`config.mk`:
```
export PLATFORM = sky130hd
export DESIGN_NAME = kmeans_point_reader
export DESIGN_NICKNAME = d
export VERILOG_FILES = /design/src/rtl/kmeans_point_reader.sv
export SDC_FILE = /design/constraint.sdc
export NUM_CORES = 1
export LEC_CHECK = 0
export BUFFER_PORTS_ARGS = -buffer_cell sky130_fd_sc_hd__buf_2
export CORE_ASPECT_RATIO = 1.75
export CORE_MARGIN = 2
export CORE_UTILIZATION = 58
export DETAILED_ROUTE_END_ITERATION = 7
export PLACE_DENSITY = 0.84
export SKIP_LAST_GASP = 1
export SYNTH_ARGS = -nofsm -noshare
export SYNTH_HDL_FRONTEND = slang
export SYNTH_SLANG_ARGS = --single-unit
```
`constraint.sdc`:
```
create_clock -name i_clock -period 3.7 [get_ports i_clock]
set_clock_uncertainty 0.15 [all_clocks]
set_input_delay 0.37 -clock i_clock [delete_from_list [all_inputs] [get_ports i_clock]]
set_output_delay 0.37 -clock i_clock [all_outputs]
set_load 0.05 [all_outputs]
```
`src/rtl/kmeans_point_reader.sv`:
```
// Streams num_points consecutive point words from memory; first word appears 3 cycles after start.
// Reads are credit-limited against the output FIFO, so out_ready low stalls reads and never drops data.
module kmeans_point_reader #(
   parameter int ADDR_W     = 10,
   parameter int DATA_W     = 24,
   parameter int FIFO_DEPTH = 4
) (
   input  logic              i_clock,
   input  logic              i_reset,
   input  logic              i_start,
   input  logic [ADDR_W-1:0] i_base_addr,
   input  logic [ADDR_W:0]   i_num_points,
   output logic              o_busy,
   output logic              o_done,
   output logic              o_mem_rd_en,
   output logic [ADDR_W-1:0] o_mem_addr,
   input  logic [DATA_W-1:0] i_mem_rd_data,
   output logic              o_out_valid,
   input  logic              i_out_ready,
   output logic [DATA_W-1:0] o_out_data,
   output logic              o_out_last
);
   localparam int PTR_W = $clog2(FIFO_DEPTH);
   localparam int CNT_W = $clog2(FIFO_DEPTH + 3);
   localparam logic [ADDR_W:0] ONE = (ADDR_W+1)'(1);

   typedef enum logic [1:0] {S_IDLE, S_READ, S_DRAIN, S_FINISH} state_t;

   state_t            r_state;
   logic [ADDR_W-1:0] r_base;
   logic [ADDR_W:0]   r_num;
   logic [ADDR_W:0]   r_issued;
   logic              r_busy;
   logic              r_done;
   logic              r_mem_rd_en;
   logic [ADDR_W-1:0] r_mem_addr;
   logic              r_rd_last;
   logic              r_inflight;
   logic              r_inflight_last;
   logic [DATA_W-1:0] r_fifo_dat  [FIFO_DEPTH];
   logic              r_fifo_last [FIFO_DEPTH];
   logic [PTR_W-1:0]  r_wr_ptr;
   logic [PTR_W-1:0]  r_rd_ptr;
   logic [CNT_W-1:0]  r_count;

   logic              w_push;
   logic              w_pop;
   logic              w_credit;
   logic              w_issue;
   logic [CNT_W-1:0]  w_count_next;

   function automatic logic [PTR_W-1:0] ptr_inc(input logic [PTR_W-1:0] p);
      return (p == PTR_W'(FIFO_DEPTH - 1)) ? '0 : p + PTR_W'(1);
   endfunction

   assign w_push       = r_inflight;
   assign w_pop        = o_out_valid & i_out_ready;
   assign w_count_next = r_count + CNT_W'(w_push) - CNT_W'(w_pop);
   // The read on the bus this cycle already owns a slot, so it is counted alongside the capture
   assign w_credit     = (r_count + CNT_W'(r_inflight) + CNT_W'(r_mem_rd_en)) < CNT_W'(FIFO_DEPTH);
   assign w_issue      = (r_state == S_READ) && (r_issued < r_num) && w_credit;

   always_ff @(posedge i_clock) begin
      if (w_push) begin
         r_fifo_dat[r_wr_ptr]  <= i_mem_rd_data;
         r_fifo_last[r_wr_ptr] <= r_inflight_last;
      end
   end

   always_ff @(posedge i_clock) begin
      if (i_reset) begin
         r_state         <= S_IDLE;
         r_base          <= '0;
         r_num           <= '0;
         r_issued        <= '0;
         r_busy          <= 1'b0;
         r_done          <= 1'b0;
         r_mem_rd_en     <= 1'b0;
         r_mem_addr      <= '0;
         r_rd_last       <= 1'b0;
         r_inflight      <= 1'b0;
         r_inflight_last <= 1'b0;
         r_wr_ptr        <= '0;
         r_rd_ptr        <= '0;
         r_count         <= '0;
      end else begin
         r_inflight      <= r_mem_rd_en;
         r_inflight_last <= r_rd_last;
         r_mem_rd_en     <= 1'b0;
         r_rd_last       <= 1'b0;
         r_done          <= 1'b0;
         r_count         <= w_count_next;
         if (w_push) r_wr_ptr <= ptr_inc(r_wr_ptr);
         if (w_pop)  r_rd_ptr <= ptr_inc(r_rd_ptr);
         case (r_state)
            S_IDLE: if (i_start) begin
               r_base <= i_base_addr;
               r_num  <= i_num_points;
               r_busy <= 1'b1;
               if (i_num_points != '0) begin
                  // First read leaves straight from IDLE to meet the 3-cycle start-to-data latency
                  r_mem_rd_en <= 1'b1;
                  r_mem_addr  <= i_base_addr;
                  r_issued    <= ONE;
                  r_rd_last   <= (i_num_points == ONE);
                  r_state     <= (i_num_points == ONE) ? S_DRAIN : S_READ;
               end else begin
                  r_issued <= '0;
                  r_state  <= S_DRAIN;
               end
            end
            S_READ: if (w_issue) begin
               r_mem_rd_en <= 1'b1;
               r_mem_addr  <= r_base + r_issued[ADDR_W-1:0];
               r_issued    <= r_issued + ONE;
               r_rd_last   <= (r_issued == r_num - ONE);
               if (r_issued + ONE == r_num) r_state <= S_DRAIN;
            end
            S_DRAIN: if (w_count_next == '0 && !r_inflight && !r_mem_rd_en) begin
               r_done  <= 1'b1;
               r_busy  <= 1'b0;
               r_state <= S_FINISH;
            end
            S_FINISH: r_state <= S_IDLE;
            default:  r_state <= S_IDLE;
         endcase
      end
   end

   assign o_busy      = r_busy;
   assign o_done      = r_done;
   assign o_mem_rd_en = r_mem_rd_en;
   assign o_mem_addr  = r_mem_addr;
   assign o_out_valid = (r_count != '0);
   assign o_out_data  = o_out_valid ? r_fifo_dat[r_rd_ptr] : '0;
   assign o_out_last  = o_out_valid & r_fifo_last[r_rd_ptr];
endmodule

```
== After elaboration in Yosys (flattened, before gate mapping) ==
Memory sizes are Yosys's and may differ from the RTL's. A register that Yosys moved wholly into a read port is not among the register bits.
Cells that the tools add are included.

* $add $sub $neg: 8
* Magnitude comparators: 2
* Eq/ne operators: 13
* Mux-type cells: 36
* Bitwise logic cells: 3
* Reductions and logical operators: 18

{| class="wikitable"
|+ Operator list
! kind !! count
|-
| 10-bit 2-to-1 mux || 3
|-
| 2-bit 2-to-1 mux || 12
|-
| 24-bit 2-to-1 mux || 1
|-
| 11-bit equality test || 2
|-
| 11-bit 2-to-1 mux || 2
|-
| 11-bit one-hot mux with 2 select lines || 1
|-
| 10-bit one-hot mux with 2 select lines || 1
|-
| 1-bit 2-to-1 mux || 12
|-
| 11-bit by 1-bit adder with 11-bit output, second input constant || 1
|-
| 11-bit by 1-bit equality test with 1-bit output, second input constant || 1
|-
| 11-bit < comparator || 1
|-
| 11-bit nonzero test || 1
|-
| 11-bit by 1-bit subtractor with 11-bit output, second input constant || 1
|-
| 10-bit adder || 1
|-
| 2-bit equality test, second input constant || 4
|-
| 2-bit inequality test, second input constant || 4
|-
| 2-bit one-hot mux with 4 select lines || 1
|-
| 4-bit AND reduction || 2
|-
| 3-bit by 1-bit adder with 3-bit output || 2
|-
| 1-bit one-hot mux with 2 select lines || 3
|-
| 3-bit AND reduction || 2
|-
| 2-bit by 1-bit adder with 2-bit output, second input constant || 2
|-
| 1-bit logical AND || 4
|-
| 2-bit nonzero test || 2
|-
| other kinds (12) || 14
|}

* Register bits: 57
* Memory bits (writable): 100
* Word-level logic and storage cells: 96
* Memories: 2

{| class="wikitable"
|+ Memory list
! name !! depth !! bits a word !! rd ports !! clocked after memory_dff !! write ports !! RTL line !! text
|-
| r_fifo_dat || 4 || 24 || 1 || 1 || 1 || 40 || <nowiki>logic [DATA_W-1:0] r_fifo_dat [FIFO_DEPTH];</nowiki>
|-
| r_fifo_last || 4 || 1 || 1 || 1 || 1 || 41 || <nowiki>logic r_fifo_last [FIFO_DEPTH];</nowiki>
|}

== Depth between registers and ports, before layout ==
* Depth in word-level cells: 8
* Gate-level depth with buffers: 12

== Least setup slack after synthesis ==
Ideal clock, no wire load.

* Path type: flip-flop to flip-flop
* Start: register r_count[2]
* End: register r_state[0]
* Data arrival time: 2.665 ns
* Data required time: 3.478 ns
* Setup slack: 0.813 ns
* Stages on the path, launching flop included: 13
* Buffers on the path: 1
* Path through: dfxtp_1 or3_1 clkbuf_1 nand2_1 inv_1 ha_1 ha_1 nor4bb_1 nand2_1 a21oi_1 o2111ai_1 o31ai_1 mux2i_1

* Longest elaborated chain between the ends: 8

{| class="wikitable"
|+ Ends and longest elaborated chain
! element !! RTL line !! text
|-
| start: declaration || 44 || <nowiki>logic [CNT_W-1:0] r_count;</nowiki>
|-
| start signal: assignment || 92 || <nowiki>r_count <= w_count_next;</nowiki>
|-
| 3-bit nonzero test || 134 || <nowiki>assign o_out_valid = (r_count != '0);</nowiki>
|-
| 1-bit AND || 57 || <nowiki>assign w_pop = o_out_valid & i_out_ready;</nowiki>
|-
| net w_pop || 47 || <nowiki>logic w_pop;</nowiki>
|-
| 3-bit by 1-bit subtractor with 3-bit output || 58 || <nowiki>assign w_count_next = r_count + CNT_W'(w_push) - CNT_W'(w_pop);</nowiki>
|-
| 3-bit logical NOT || 119 || <nowiki>S_DRAIN: if (w_count_next == '0 && !r_inflight && !r_mem_rd_en) begin</nowiki>
|-
| 1-bit logical AND (2 in a row) || 119 ||
|-
| 2-bit inequality test (no source line) || - ||
|-
| 4-bit AND reduction (no source line) || - ||
|-
| end signal: assignment || 106 || <nowiki>r_state <= (i_num_points == ONE) ? S_DRAIN : S_READ;</nowiki>
|-
| end: declaration || 29 || <nowiki>state_t r_state;</nowiki>
|}

The timed path passes the listed nets, and every way through them passes these cells.
A chain may end at the register's enable or synchronous reset.

== Worst setup path in the final report ==
* Start: register r_count[2]
* End: register r_state[1]

Same word-level chain as after synthesis.

==> results.txt <==
Worst Hold End: r_fifo_dat[1][11]$_DFFE_PP_
Reg2reg path depth: 11
Number of synthesized flops with an enable pin: 100
Synthesized Nets: 741
Setup-failing EPs final: 0
Antenna-violating nets left: 0
Synth top cells by count: edfxtp_1, nand2_1, dfxtp_1, a21oi_1, nor2_1
Reg2reg start: r_count[2]$_SDFF_PP0_
Vias in the first global route: 5642
CP startpoint: r_count[2]$_SDFF_PP0_
Clock Latency Late Sink: 430 ps
Area contributors post-synth: edfxtp_1, dfxtp_1, mux4_2
Port Buffers: 87
FFs w/ async S/R, synth: 0%
Final Routed Wirelength: 18000 um
Share of layout cells above drive strength 1: 21.0%
Max Freq: 318 MHz
H-tree depth: 4
Status: completed
Min-Delay Path Class: in2reg
Post-synthesis register bit count: 159
Vias per cell: 5.91
Reg-to-reg endpoint: r_state[1]$_SDFFE_PP0P_
Die width: 90.4 um
PwrDens: 754 nW/um2
Die ar.: 14000 um2
Clk slew on worst S/H paths: 70 ps
Core footprint: 12900 um2
Routed length per placed instance: 19.3 um
Final GP Congestion: 0.914
Leakage: 3.41 nW
Setup_tns: 0 ps
IR drop worst, VDD: 396 uV
Drt first-iter violations: 333
FILL cells: 914
Slew margin rel.: 36.5%
Min Tclk post-route: 3140 ps
Crit start category: register
First-pass GRT wire length: 28500 um
Worst Setup End Kind: register
Final hold vios: 0
Largest net degree at the start of global routing: 50
Slew @ Worst Pin: 953 ps
Grt total ovfl: 0
Detailed Routing Iterations Pass 1: 5
Switching share of power: 42.3%
GRT Total Usage: 26.5%
Yosys top cell area share: 39.6%
Setup ws final: 559 ps
Sink Count: 159
Crit path kind: reg2reg
Initial antenna violation count: 0
Area growth syn-to-layout: 16.8%
CTS max path bufs: 2
CTS tree: done
Cells after Synth: 657
CTS resizes: 0
P_sw: 0.00282 W
DRC Markers: 0
RSZ-0062 raised after global routing: no
Yosys Warn Count: 0
Max Cap Viol: 0
Final Max Tran Viols: 0
Via Count: 5518
CTS root buffer: clkbuf_16
Pint: 0.00385 W
Cell variety after synth: 55
Critical Path AT: 3250 ps
CTS buffer count: 17
Row cnt: 55
Seq/Total Area, Yosys: 55.2%
Seq pwr share: 33.7%
# nets final: 834
Final period util: 84.9%
Worst R2R Setup Slack: 560 ps
Top-count cell post-synth: edfxtp_1
CP max FO: 4
Worst slack, placed: 660 ps
DP HPWL: 12800 um
Min-Delay Startpoint: i_mem_rd_data[11]
Hold-fix buffers, CTS: 7
Primary FF master, synth: edfxtp_1
I/O Pins: 88
Clock share of power: 25.7%
ANT cells: 0
Height of the die: 155 um
Synth Cell Area: 7570 um2
Worst path required time: 3810 ps
Post-CTS Setup Inserts: 0
Hold path depth: 1
Starting Density: 58.9%
Avg Inst Size Synth: 11.5 um2
Area leader, netlist: edfxtp_1
Combinational Power Share: 40.6%
## critical path, stage by stage, from the launching register on
cell and delay [ps]:
dfxtp_1 320, or3_1 400, nand2_1 160, inv_1 70, ha_1 200, ha_1 290
nor4bb_1 380, nand2_1 100, a21oi_1 210, o2111ai_1 190, o31ai_1 380, a211oi_1 130
## cell type report
type | instances | area, um2 | share of cell area [%]
sequential | 159 | 4190 | 47.3
multi-input combinational | 428 | 3120 | 35.2
timing repair buffer | 106 | 596 | 6.73
clock buffer | 17 | 425 | 4.81
tap | 171 | 214 | 2.42
clock inverter | 15 | 166 | 1.88
inverter | 38 | 143 | 1.61
## stage by stage
step | cells | util [%] | power (W) | hold WS [ps] | area, um2
after floorplan | 657 | - | 0.00429 | 264 | 7570
after global placement | 895 | 63.6 | 0.00488 | 275 | 8180
after detailed placement | 895 | 63.6 | 0.00496 | 279 | 8180
after CTS | 934 | 68.7 | 0.00669 | 0.819 | 8840
after global routing | 934 | 68.7 | 0.00698 | 1.06 | 8840
final | 934 | 68.7 | 0.00667 | 13.8 | 8840
## state kept, by name, indices dropped and copies added, names as in the netlist, 2 cells and up, named ones only
| register | count |
|---|---|
| r_fifo_dat | 96 |
| r_issued | 11 |
| r_num | 11 |
| o_mem_addr | 10 |
| r_base | 10 |
| r_fifo_last | 4 |
| r_count | 3 |
| r_rd_ptr | 2 |
| r_state | 2 |
| r_wr_ptr | 2 |
## power groups by stage
| stage | combinational [W] | clock (W) | sequential [W] |
|---|---|---|---|
| detailed placement | 0.00267 | 0 | 0.00229 |
| CTS | 0.00270 | 0.00174 | 0.00226 |
| global placement | 0.00260 | 0 | 0.00228 |
| floorplan | 0.00190 | 0 | 0.00239 |
| global route | 0.00290 | 0.00181 | 0.00228 |
| finish | 0.00271 | 0.00171 | 0.00225 |
## cells in the final DEF, fill, tap and decap left out, types with 8 or more instances in the layout
cell type	Yosys	layout
or3_1	10	10
a21oi_1	52	52
nor3_1	17	17
clkbuf_16	0	17
nand2_1	69	69
mux4_2	25	25
ha_1	34	34
mux2i_1	8	8
xnor2_1	14	14
dfxtp_1	59	58
edfxtp_1	100	100
xor2_1	15	15
buf_4	0	12
nor2_1	38	38
buf_2	4	87
and2_1	30	30
o21ai_0	21	21
nand3_1	16	16
inv_1	37	37
## how the worst max path moves through the flow
stage | endpoint | slack, ps | cells past startpoint
3_3_place_gp | r_state[1]$_SDFFE_PP0P_ | 800 | 11
5_1_grt | r_state[0]$_SDFFE_PP0P_ | 370 | 11
3_5_place_dp | r_state[1]$_SDFFE_PP0P_ | 660 | 11
6_report | r_state[1]$_SDFFE_PP0P_ | 560 | 11
4_1_cts | r_state[1]$_SDFFE_PP0P_ | 600 | 11
2_1_floorplan | r_state[0]$_SDFFE_PP0P_ | 810 | 12
## kinds of logic after synthesis
logic type	count (synthesis)	share of synthesized area, %
compound gates	119	9.80
xor+xnor	29	3.35
fa+ha+maj	35	5.88
buf+inv	70	3.63
flops	159	55.2
mux	33	8.49
simple gates	212	13.6
## routing by layer
metal  vias to the layer above  wire, um  track usage [%]
li1                       2578         -                -
met1                      2665      6460             27.8
met2                       217      9750             48.4
met3                        58       963             6.25
met4                         0       852             15.2
met5                         -         0                0
No activity file was read; power rests on OpenSTA's default activity.
